==> src/rtl/pp_pipeline_accel_quant_pkg.sv <==
// Shared widths, channel type and the round/shift/clamp helper
// for the quantise/saturate stage.
package pp_pipeline_accel_quant_pkg;

  localparam int DIN_W   = 32;
  localparam int BIAS_W  = 32;
  localparam int DOUT_W  = 8;
  localparam int SHIFT_W = 5;
  localparam int NUM_CH  = 3;
  localparam int SUM_W   = 34;

  typedef logic [1:0] ch_t;

  localparam ch_t CH_LAST = ch_t'(NUM_CH - 1);

  typedef struct packed {
    logic              clamped;
    logic [DOUT_W-1:0] pixel;
  } rs_res_t;

  function automatic rs_res_t round_shift_sat(
    input logic signed [SUM_W-1:0] sum,
    input logic [SHIFT_W-1:0]      sh,
    input logic                    sign_out
  );
    logic signed [SUM_W:0] rnd;
    logic signed [SUM_W:0] r;
    logic signed [SUM_W:0] hi;
    logic signed [SUM_W:0] lo;
    rs_res_t               res;
    rnd = '0;
    if (sh != '0)
      rnd = (SUM_W+1)'(1) <<< (sh - SHIFT_W'(1));
    r  = ($signed({sum[SUM_W-1], sum}) + rnd) >>> sh;
    hi = sign_out ? (SUM_W+1)'(127) : (SUM_W+1)'(255);
    lo = sign_out ? -(SUM_W+1)'(128) : '0;
    res.clamped = 1'b0;
    res.pixel   = r[DOUT_W-1:0];
    if (r > hi) begin
      res.clamped = 1'b1;
      res.pixel   = hi[DOUT_W-1:0];
    end else if (r < lo) begin
      res.clamped = 1'b1;
      res.pixel   = lo[DOUT_W-1:0];
    end
    return res;
  endfunction

endpackage

==> src/rtl/pp_pipeline_accel_quant_round_sat.sv <==
// Combinational round-half-up shift and clamp between the
// bias-add register and the output register.
module pp_pipeline_accel_quant_round_sat
  import pp_pipeline_accel_quant_pkg::*;
(
  input  logic signed [SUM_W-1:0] sum_i,
  input  logic [SHIFT_W-1:0]      sh_i,
  input  logic                    sign_i,
  output logic [DOUT_W-1:0]       pixel_o,
  output logic                    clamped_o
);

  rs_res_t res;

  // evaluate the shared helper on the S1 contents
  always_comb begin
    res       = round_shift_sat(sum_i, sh_i, sign_i);
    pixel_o   = res.pixel;
    clamped_o = res.clamped;
  end

endmodule

==> src/rtl/pp_pipeline_accel_quant_sat_stage.sv <==
// Bias add, round shift and 8-bit saturate on a valid/ready stream.
// QUANT_SAT_STATS_EN adds sat_clr/sat_count clamp statistics.
module pp_pipeline_accel_quant_sat_stage
  import pp_pipeline_accel_quant_pkg::*;
(
  input  logic                     ap_clk,
  input  logic                     ap_rst_n,
  input  logic [DIN_W-1:0]         in_data,
  input  logic                     in_valid,
  output logic                     in_ready,
  input  logic                     in_last,
  input  logic [SHIFT_W-1:0]       cfg_shift,
  input  logic [NUM_CH*BIAS_W-1:0] cfg_bias,
  input  logic                     cfg_sign_out,
`ifdef QUANT_SAT_STATS_EN
  input  logic                     sat_clr,
  output logic [15:0]              sat_count,
`endif
  output logic [DOUT_W-1:0]        out_data,
  output logic                     out_valid,
  input  logic                     out_ready,
  output logic                     out_last
);

  logic adv1, adv2, in_acc;
  logic [BIAS_W-1:0] bias_sel;

  logic              s1_valid_q, s1_valid_d;
  logic [SUM_W-1:0]  s1_sum_q, s1_sum_d;
  logic [SHIFT_W-1:0] s1_sh_q, s1_sh_d;
  logic              s1_sign_q, s1_sign_d;
  logic              s1_last_q, s1_last_d;
  ch_t               ch_q, ch_d;
  logic              out_valid_q, out_valid_d;
  logic [DOUT_W-1:0] out_data_q, out_data_d;
  logic              out_last_q, out_last_d;

  logic [DOUT_W-1:0] rs_pixel;
  logic              rs_clamped;

  assign bias_sel  = cfg_bias[int'(ch_q)*BIAS_W +: BIAS_W];
  assign out_valid = out_valid_q;
  assign out_data  = out_data_q;
  assign out_last  = out_last_q;

  pp_pipeline_accel_quant_round_sat u_rs (
    .sum_i     ($signed(s1_sum_q)),
    .sh_i      (s1_sh_q),
    .sign_i    (s1_sign_q),
    .pixel_o   (rs_pixel),
    .clamped_o (rs_clamped)
  );

  // handshake, channel rotation and next-state of both stages
  always_comb begin
    adv2        = !out_valid_q || out_ready;
    adv1        = !s1_valid_q || adv2;
    in_acc      = in_valid && adv1;
    in_ready    = adv1;
    s1_valid_d  = s1_valid_q;
    s1_sum_d    = s1_sum_q;
    s1_sh_d     = s1_sh_q;
    s1_sign_d   = s1_sign_q;
    s1_last_d   = s1_last_q;
    ch_d        = ch_q;
    out_valid_d = out_valid_q;
    out_data_d  = out_data_q;
    out_last_d  = out_last_q;
    if (adv1) begin
      s1_valid_d = in_valid;
      if (in_valid) begin
        s1_sum_d  = {{(SUM_W-DIN_W){in_data[DIN_W-1]}}, in_data}
                  + {{(SUM_W-BIAS_W){bias_sel[BIAS_W-1]}}, bias_sel};
        s1_sh_d   = cfg_shift;
        s1_sign_d = cfg_sign_out;
        s1_last_d = in_last;
      end
    end
    if (in_acc)
      ch_d = (in_last || ch_q == CH_LAST) ? '0 : ch_q + ch_t'(1);
    if (adv2) begin
      out_valid_d = s1_valid_q;
      if (s1_valid_q) begin
        out_data_d = rs_pixel;
        out_last_d = s1_last_q;
      end
    end
  end

  // pipeline state; reset drops any beats in flight
  always_ff @(posedge ap_clk or negedge ap_rst_n) begin
    if (!ap_rst_n) begin
      s1_valid_q  <= 1'b0;
      s1_sum_q    <= '0;
      s1_sh_q     <= '0;
      s1_sign_q   <= 1'b0;
      s1_last_q   <= 1'b0;
      ch_q        <= '0;
      out_valid_q <= 1'b0;
      out_data_q  <= '0;
      out_last_q  <= 1'b0;
    end else begin
      s1_valid_q  <= s1_valid_d;
      s1_sum_q    <= s1_sum_d;
      s1_sh_q     <= s1_sh_d;
      s1_sign_q   <= s1_sign_d;
      s1_last_q   <= s1_last_d;
      ch_q        <= ch_d;
      out_valid_q <= out_valid_d;
      out_data_q  <= out_data_d;
      out_last_q  <= out_last_d;
    end
  end

`ifdef QUANT_SAT_STATS_EN
  logic        out_clamp_q, out_clamp_d;
  logic [15:0] sat_count_q, sat_count_d;

  assign sat_count = sat_count_q;

  // clamp flag follows its beat; count clamped handshakes
  always_comb begin
    out_clamp_d = out_clamp_q;
    if (adv2 && s1_valid_q)
      out_clamp_d = rs_clamped;
    sat_count_d = sat_count_q;
    if (sat_clr)
      sat_count_d = '0;
    else if (out_valid_q && out_ready && out_clamp_q &&
             sat_count_q != 16'hFFFF)
      sat_count_d = sat_count_q + 16'd1;
  end

  // statistics registers
  always_ff @(posedge ap_clk or negedge ap_rst_n) begin
    if (!ap_rst_n) begin
      out_clamp_q <= 1'b0;
      sat_count_q <= '0;
    end else begin
      out_clamp_q <= out_clamp_d;
      sat_count_q <= sat_count_d;
    end
  end
`else
  logic unused_clamped;
  assign unused_clamped = rs_clamped;
`endif

endmodule
==> config.mk <==
export PLATFORM = sky130hd
export DESIGN_NAME = pp_pipeline_accel_quant_sat_stage
export DESIGN_NICKNAME = d
export VERILOG_FILES = /design/src/rtl/pp_pipeline_accel_quant_pkg.sv /design/src/rtl/pp_pipeline_accel_quant_round_sat.sv /design/src/rtl/pp_pipeline_accel_quant_sat_stage.sv
export SDC_FILE = /design/constraint.sdc
export NUM_CORES = 1
export LEC_CHECK = 0
export ABC_AREA = 0
export CAP_MARGIN = 20
export CELL_PAD_IN_SITES_DETAIL_PLACEMENT = 1
export CELL_PAD_IN_SITES_GLOBAL_PLACEMENT = 1
export CORE_ASPECT_RATIO = 0.5
export CORE_MARGIN = 3
export CORE_UTILIZATION = 42
export CTS_BUF_LIST = sky130_fd_sc_hd__clkbuf_8
export DETAILED_ROUTE_END_ITERATION = 6
export GPL_TIMING_DRIVEN = 0
export PLACE_DENSITY = 0.86
export SLEW_MARGIN = 20
export SYNTH_ARGS = -nofsm -noshare
export SYNTH_HDL_FRONTEND = slang
export SYNTH_SLANG_ARGS = --single-unit
==> constraint.sdc <==
create_clock -name ap_clk -period 9.3 [get_ports ap_clk]
set_input_delay 1.86 -clock ap_clk [delete_from_list [all_inputs] [get_ports ap_clk]]
set_output_delay 1.86 -clock ap_clk [all_outputs]
set_load 0.02 [all_outputs]
==> results.md, run 1 <==
- The fraction of synthesis flops using an asynchronous set or reset pin is 1.00.
- For this run, design rule violations remaining after detail routing come to 0.
- The reg-to-reg setup timing slack is between 0.5 and 0.6 ns.
- After filler insertion, the fill cell instance count of the layout stands at about 2,900.
- The synthesis warning total is 0.
- The number of antenna violations at the first check in global routing is 1.
- The post-synthesis cell area is roughly 9900 um2.
- TritonCTS built the clock tree.
- The global-route wire length before repair is 68,200 um.
- STA classifies the critical path startpoint as a flip-flop.
- Among all stages on the critical path, the largest delay is contributed by sky130_fd_sc_hd__a311oi_1.
- The distinct cell type count after synthesis is 90.
- Summing all multi-input logic gate instances after layout gives ~8000 um2.
- STA puts the critical path data required time at ~9.5 ns.
- The I/O pin count is 150.
- At the pin with the least slew margin, the transition time is roughly 0.95 ns.
- The setup clock skew after layout is about 0.014 ns.
- Counting the buffers created by CTS gives 5.
- Dividing the final minimum period by the clock period gives 0.946.
- The final net count is roughly 1,700.
- The number of nets handed over by synthesis was 1,560.
- The startpoint of the most critical register-to-register path is s1_sh_q[0].
- The most used cell along the critical path is sky130_fd_sc_hd__o21a_1.
- Once detail routing completed, the nets flagged for antenna violations numbered 0.
- Counting flops with a built-in enable in the synthesized netlist gives 0.
- Summing all flip-flop and latch instances after layout gives about 1300 um2.
- At the end of routability-driven placement, the weighted congestion stood at 0.953.
- The path class of the tightest hold or removal check is reg2reg.
- The number of endpoints failing setup at the final stage is 0.
- The dominant register cell in the synthesized netlist is sky130_fd_sc_hd__dfrtp_1.
- In this run the critical register-to-register path is captured at out_data[7].
- The detailed-routing iteration count for the pre-antenna-repair pass is 5.
- Leaving out fill and tap cells, the most frequent cells in the layout are sky130_fd_sc_hd__nand2_1, sky130_fd_sc_hd__clkdlybuf4s50_1, sky130_fd_sc_hd__o21ai_0.
- After legalization and detailed placement, the total HPWL measured approximately 36,000 um.
- Across the run, the number of max-cap violations was 0.
- The synthesis-to-finish area growth is 20.2%.
- Using the TritonRoute via totals, the vias-per-cell ratio works out to around 6.5.
- The power per standard cell area is ~260 nW/um2.
- After detailed placement, the design holds a cell count of ~1,800.
- The via count of the first global-routing pass came to around 12,000.
- After synthesis, the mean cell area works out to between 7 and 8 um2.
- At the later pin of the worst-skew pair, clock insertion delay measures approximately 0.35 ns.
- The core area is 23,000 um2.
- The start point of the critical path is s1_sh_q[0].
- The normalized max-slew margin is 0.359.
- Buffers inserted to repair hold after CTS numbered 0.
- The via total after detailed routing is 11,583.
- The end of the critical path is out_data[7].
- Global routing finished with a remaining overflow of 0.
- The initial utilization of the core area, before any placement, comes to 0.431.
- Entering global routing, the biggest net connects 54 pins.
- The endpoint type of the worst setup path is a flip-flop.
- The instance count of the mapped netlist is approximately 1,300.
- In the final routed layout, each cell accounts on average for 24.4 um.
- The number of antenna diodes is 0.
- The leakage power is about 5 nW.
- The die is about 220 um wide.
- The number of endpoints with negative hold slack in the final report is 0.
- The power after layout is ~0.003 W.
- For this run, the register share of the synthesized area comes to 0.134.
- Measured along the y axis, the die boundary spans between 100 and 150 um.
- For this run, the total global-route usage over all layers was measured as 0.335.
- The root buffer cell chosen for the clock tree is sky130_fd_sc_hd__clkbuf_8.
- The number of sinks driven by the clock tree is 53.
- The count of non-filler cells in the finished layout is ~1,800.
- The floorplan step defined a die boundary enclosing approximately 26,000 um2.
- The fraction of final layout cells with drive strength greater than 1 is 0.0702.
- The arrival time at the worst endpoint is approximately 9.0 ns.
- The initial detailed-routing violation count is 840.
- For this block, the routed nets add up to roughly 44,000 um of wire.
- The worst hold slack after final layout is around 0.51 ns.
- In this run the deepest clock path goes through 2 buffers.
- Setup repair after global routing left no endpoint under its margin.
- Of all nets on the critical path, the largest fanout is 10.
- The number of buffers added for setup after CTS is 0.
- The worst register-to-register path has a depth of 33.
- The worst setup path is of the reg2reg kind.
- The count of buffers added on input and output ports is about 150.
- The level count of the clock H-tree is 2.
- The run finished with clean final reports.
- The library cell used most frequently in the layout, excluding fill and tap cells, is sky130_fd_sc_hd__nand2_1.
- The fmax is roughly 110 MHz.
- The worst supply voltage drop on vdd is roughly 0.00016 V.
- The flip-flop and latch count after synthesis is between 50 and 60.
- The placement row count is 39.
- The post-CTS clock slew at the launch and capture registers of the worst setup and hold paths is 0.12 ns.
- The number of slew-limit violations in the final report is 0.
- Summed over all failing endpoints, the final setup total negative slack is 0 ns.
- The largest single stage delay on the critical path is a little under 0.6 ns.
- The clock period could shrink to ~8.8 ns.
cell type report:
type                    count  area share
flip-flops and latches     53       0.111
clock buffers               6     0.00693
well taps                 307      0.0322
multi-input cells        1153       0.684
plain buffers              81      0.0278
clock inverters             2     0.00136
inverters                  36      0.0113
repair buffers            150       0.125
worst max-delay path: cells and delay by family, from the launching register on:
| family | cells | cell delay, ns |
|---|---|---|
| compound gates | 19 | 4.40 |
| buf+inv | 5 | 1.38 |
| flops | 1 | 0.35 |
| simple gates | 4 | 0.87 |
| mux | 2 | 0.79 |
| fa+ha+maj | 3 | 0.84 |
synth_stat cells (9+ instances only):
master	instances	area, um2
sky130_fd_sc_hd__nand2_1	149	559
sky130_fd_sc_hd__nor2b_1	9	56.3
sky130_fd_sc_hd__o21a_1	25	188
sky130_fd_sc_hd__dfrtp_1	53	1330
sky130_fd_sc_hd__nand3_1	34	170
sky130_fd_sc_hd__buf_1	13	48.8
sky130_fd_sc_hd__or3_1	15	93.8
sky130_fd_sc_hd__a211oi_1	22	165
sky130_fd_sc_hd__a211o_1	11	96.3
sky130_fd_sc_hd__ha_1	94	1180
sky130_fd_sc_hd__inv_1	34	128
sky130_fd_sc_hd__nand2b_1	10	62.6
sky130_fd_sc_hd__a21oi_1	85	425
sky130_fd_sc_hd__o21ai_0	119	596
sky130_fd_sc_hd__mux2_2	29	327
sky130_fd_sc_hd__o211ai_1	14	105
sky130_fd_sc_hd__nor2_1	113	424
sky130_fd_sc_hd__o21bai_1	11	82.6
sky130_fd_sc_hd__xnor2_1	20	175
sky130_fd_sc_hd__nand4_1	15	93.8
sky130_fd_sc_hd__o31ai_1	12	90.1
sky130_fd_sc_hd__a31oi_1	17	106
sky130_fd_sc_hd__a311oi_1	9	78.8
sky130_fd_sc_hd__xor2_1	21	184
sky130_fd_sc_hd__and2_1	15	93.8
sky130_fd_sc_hd__clkbuf_1	60	225
sky130_fd_sc_hd__nor3_1	32	160
sky130_fd_sc_hd__nor4_1	15	93.8
sky130_fd_sc_hd__mux2i_1	57	571
sky130_fd_sc_hd__and3_1	14	87.6
sky130_fd_sc_hd__buf_2	9	45.0
sky130_fd_sc_hd__mux4_2	16	360
sky130_fd_sc_hd__a21o_1	31	233
kinds of logic (layout without fill, tap and decap cells):
group / after synthesis / count (layout) / synth area share
simple gates: 458 / 458 / 0.223
compound gates: 455 / 455 / 0.310
buf+inv: 119 / 275 / 0.0466
mux: 102 / 102 / 0.127
fa+ha+maj: 96 / 96 / 0.123
flops: 53 / 53 / 0.134
xor+xnor: 41 / 41 / 0.0362
other cells: 1 / 1 / 0.000378
per-layer routing:
metal	wire length, um	vias to the layer above	track usage	part of all wire
li1	-	5335	-	-
met1	19700	5752	0.444	0.45
met2	19900	416	0.570	0.46
met3	2930	78	0.0579	0.067
met4	1080	2	0.0829	0.025
met5	13	-	0	0.00030
how the worst min path moves through the flow:
stage | from | endpoint | slack [ns] | depth (start not counted)
final | s1_sum_q[26] | s1_sum_q[26] | 0.51 | 2
after global routing | out_last | out_last | 0.53 | 1
after CTS | s1_sum_q[14] | s1_sum_q[14] | 0.51 | 2
after detailed placement | s1_sum_q[14] | s1_sum_q[14] | 0.48 | 2
after global placement | s1_sum_q[11] | s1_sum_q[11] | 0.48 | 2
after floorplan | s1_sum_q[17] | s1_sum_q[17] | 0.46 | 2
flip-flops by register name, indices dropped and copies added, names as in the netlist:
signal,cells
ch_q,2
out_data,8
out_last,1
out_valid,1
s1_last_q,1
s1_sh_q,5
s1_sign_q,1
s1_sum_q,33
s1_valid_q,1
power by group:
| part | switching [W] | internal, W | leakage (nW) |
|---|---|---|---|
| sequential | 0.0000760 | 0.000322 | 0.624 |
| clock | 0.0000967 | 0.0000617 | 0.0478 |
| combinational | 0.00155 | 0.000955 | 4.29 |
repair_timing:
action / in CTS / in global routing
endpoints found under the hold margin: 0 / 0
endpoints found under the setup margin: 5 / 8
gates cloned: 0 / 0
gates resized for setup: 1 / 20
metrics by stage:
step                      cell area, um2   util  worst slack, ns
after CTS                          11900  0.518           0.0522
after global routing               11900  0.519           0.0335
final                              11900  0.519            0.506
after detailed placement           11800  0.513          -0.0263
after floorplan                     9920      -             2.11
after global placement             11800  0.513           -0.520
No activity file was read; power rests on OpenSTA's default activity.
==> run 2, diff against run 1 <==
Settings changed: CORE_UTILIZATION 42 to 40, PLACE_DENSITY 0.86 to 0.83.
==> run 2 against run 1 <==
  * Clock skew shrank 0.0026 ns
  * Combinational power is essentially flat
  * Sequential share of layout area barely moved
  * Clock-buffer cell count down 1
  * Via count decreased by 0.85%
  * Critical path depth down 2
  * Register-to-register slack lost 0.09 ns
  * Non-clock buffer count is 1 higher
  * Critical endpoint is now out_data[5]
  * Final area up 0.27%
==> results.md, run 2 (synthesized netlist as in run 1, its figures left out) <==
- The flow ran to the end, and the final reports show no timing, DRC or antenna violations.
- 0 antenna diodes ended up in the layout.
- The port buffer count is 149.
- The area of the multi-input gates is 8150 um2.
- After detailed placement, the total cell area comes to 11,800 um2.
- The power dissipated by switching net loads is ~0.0017 W.
- After detailed routing, the average wire length per cell comes to ~24 um.
- The number of antenna violations at the first check in global routing is 0.
- The total routed wire length on the met1 layer is approximately 20,000 um.
- The amount of wire on met3 after detailed routing is between 2000 and 2500 um.
- Setup repair after global routing left no endpoint under its margin.
- The count of nets left with antenna violations after detail routing is 0.
- In the final design database the tool counted ~1,700 nets.
- The worst hold path belongs to the class reg2reg.
- The highest fanout seen on the critical path is 10.
- Setup violations remaining at the end of the flow were counted as 0.
- For this run the aggregate overflow at the end of global routing stands at 0.
- The starting utilization of the core area is 0.410.
- The worst supply voltage drop on vdd is slightly below 0.00008 V.
- The last weighted congestion value of the routability-driven placer is ~0.95.
- The register with the most flip-flops in the layout has 33 of them.
- The register with the most flip-flops is s1_sum_q.
- STA classifies the critical path endpoint as a flip-flop.
- The capture instance of the worst register-to-register path is out_data[5].
- For the final routed database, the setup TNS stands at 0 ns.
- The tool flagged a number of max-cap violations equal to 0.
- The top layer reached by signal wires is met4.
- In this run the most critical hold path is launched from s1_sum_q[21].
- The number of buffers added for setup after CTS is 0.
- The leading cell type in the layout, fill and taps excluded is sky130_fd_sc_hd__nand2_1.
- The minimum setup slack in the final design is just over 0.4 ns.
- The setup clock skew after layout is 0.0114 ns.
- The core area is 24,200 um2.
- CTS placed an instance of sky130_fd_sc_hd__clkbuf_8 at the clock tree root.
- Setup slack on the worst reg-to-reg path comes out at 0.41 ns.
- The top cell types in the final layout, fill and taps aside, are sky130_fd_sc_hd__nand2_1, sky130_fd_sc_hd__clkdlybuf4s50_1, sky130_fd_sc_hd__o21ai_0.
- In this design, the stage delay of the slowest critical-path cell is around 0.73 ns.
- The transition time of the tightest slew-check pin is 0.917 ns.
- The die is 117 um tall.
- Along the worst hold path, the cell count comes to 2.
- The internal power is around 0.0013 W.
- Final hold analysis gives a worst-case slack of between 0.5 and 0.6 ns.
- The number of slew-limit violations in the final report is 0.
- The I/O pin count is 150.
- At the worst endpoint, the arrival time is 9.14 ns.
- The power after layout is 0.00304 W.
- The kind of critical path is reg2reg.
- The worst pin sits at a relative slew slack of 0.388.
- The maximum number of pins on one net before global-route repair is 54.
- The worst hold path terminates at s1_sum_q[21].
- After filler insertion, the fill cell instance count of the layout stands at slightly above 3,000.
- The share of power burned in registers is 0.132.
- The post-route cell area is 12,000 um2.
- The fmax is between 100 and 150 MHz.
- In the routed layout, each cell is associated on average with a via count of roughly 6.3.
- By instance count, the cell type seen most on the critical path is sky130_fd_sc_hd__o21a_1.
- Of the total power, the share spent switching nets is 0.563.
- The die covers approximately 27,000 um2.
- The startpoint class of the critical path is a flip-flop.
- The CTS tree is done.
- The via count of the first global-routing pass is ~12,000.
- The die outline width is between 200 and 250 um.
- On the critical path, the stage with the largest delay is an instance of sky130_fd_sc_hd__clkbuf_1.
- The initialized floorplan defines 40 standard-cell rows.
- The number of sinks driven by the clock tree is 53.
- The startpoint of the most critical register-to-register path is s1_sh_q[1].
- CTS built an H-tree with a depth of 2.
- The first global-routing pass estimated 66,700 um of wire.
- The fraction of final layout cells with drive strength greater than 1 is 0.0668.
- The cell depth of the worst flop-to-flop path is 31.
- The HPWL after detailed placement is about 35,000 um.
- The share of the clock period used by the worst path after layout is 0.956.
- Clock-pin slew was measured on the worst setup and hold paths at approximately 0.12 ns.
- At the worst endpoint, the required time is 9.56 ns.
- The detailed-routing iteration count for the pre-antenna-repair pass is 5.
- The initial detailed-routing violation count is roughly 900.
- The later pin in the worst-skew pair is clocked with a latency of between 0.3 and 0.4 ns.
- Of the total power, combinational logic draws 0.817.
- The clock share of power is 0.052.
- In this run the deepest clock path goes through 2 buffers.
- The combined global-route utilization of all metal layers is 0.310.
- The number of buffers added by the clock tree synthesis step is 5.
- For this design the ratio of total power to cell area is ~250 nW/um2.
- The final critical delay including setup and external delays is 8.89 ns.
- Compared with the post-synthesis result, the final layout area differs by 20.5%.
- The number of endpoints with negative hold slack in the final report is 0.
- Timing analysis after detailed placement gives a worst setup slack of -0.164 ns.
- The combined flip-flop and latch cell area is between 1000 and 1500 um2.
- The total wire length after detailed routing is approximately 43,000 um.
- The via total after detailed routing is 11,484.
- In the routed design, unresolved DRC markers number 0.
- The leakage power is 4.95 nW.
- In the detailed route, the total length drawn on met2 is slightly below 20,000 um.
run 2: power by group through the flow:
stage | sequential [W] | combinational [W] | clock [W]
finish | 0.000401 | 0.00248 | 0.000157
global route | 0.000410 | 0.00271 | 0.000168
CTS | 0.000399 | 0.00243 | 0.000158
detailed placement | 0.000402 | 0.00241 | 0
global placement | 0.000398 | 0.00233 | 0
floorplan | 0.000388 | 0.00165 | 0
run 2: area by class of cell:
| cell class | count | area share |
|---|---|---|
| repair buffers | 149 | 0.125 |
| flip-flops and latches | 53 | 0.111 |
| multi-input cells | 1153 | 0.682 |
| inverters | 36 | 0.0113 |
| well taps | 336 | 0.0352 |
| plain buffers | 83 | 0.0281 |
| clock inverters | 3 | 0.00241 |
| clock buffers | 5 | 0.00576 |
run 2: layer usage:
| layer | up-vias | GRT usage |
|---|---|---|
| li1 | 5333 | - |
| met1 | 5676 | 0.428 |
| met2 | 398 | 0.508 |
| met3 | 77 | 0.0456 |
| met4 | 0 | 0.0839 |
| met5 | - | 0 |
run 2: timing repair:
action / in CTS / in global routing
resized for setup: 1 / 15
endpoints found under the setup margin: 8 / 8
endpoints found under the hold margin: 0 / 0
hold buffers: 0 / 0
run 2: worst max-delay path by stage:
stage                          start          end  slack (ns)  cells past startpoint
final                     s1_sh_q[1]  out_data[5]        0.41                     31
after global routing      s1_sh_q[0]  out_data[3]        0.01                     32
after CTS                 s1_sh_q[2]  out_data[4]         0.1                     33
after detailed placement  s1_sh_q[3]  out_data[4]       -0.16                     33
after global placement    s1_sh_q[3]  out_data[2]       -0.58                     33
after floorplan           s1_sh_q[2]  out_data[5]        2.11                     34
run 2: worst max-delay path: cells and delay by family (launching register included):
| kind | cells | cell delay (ns) |
|---|---|---|
| buf+inv | 3 | 1.21 |
| fa+ha+maj | 2 | 0.75 |
| flops | 1 | 0.52 |
| mux | 1 | 0.26 |
| compound gates | 16 | 3.63 |
| simple gates | 9 | 2.40 |
run 2: through the flow:
step                std cells  utilization
floorplan                1325            -
global placement         1810        0.489
detailed placement       1810        0.489
CTS                      1818        0.493
global route             1818        0.494
finish                   1818        0.494
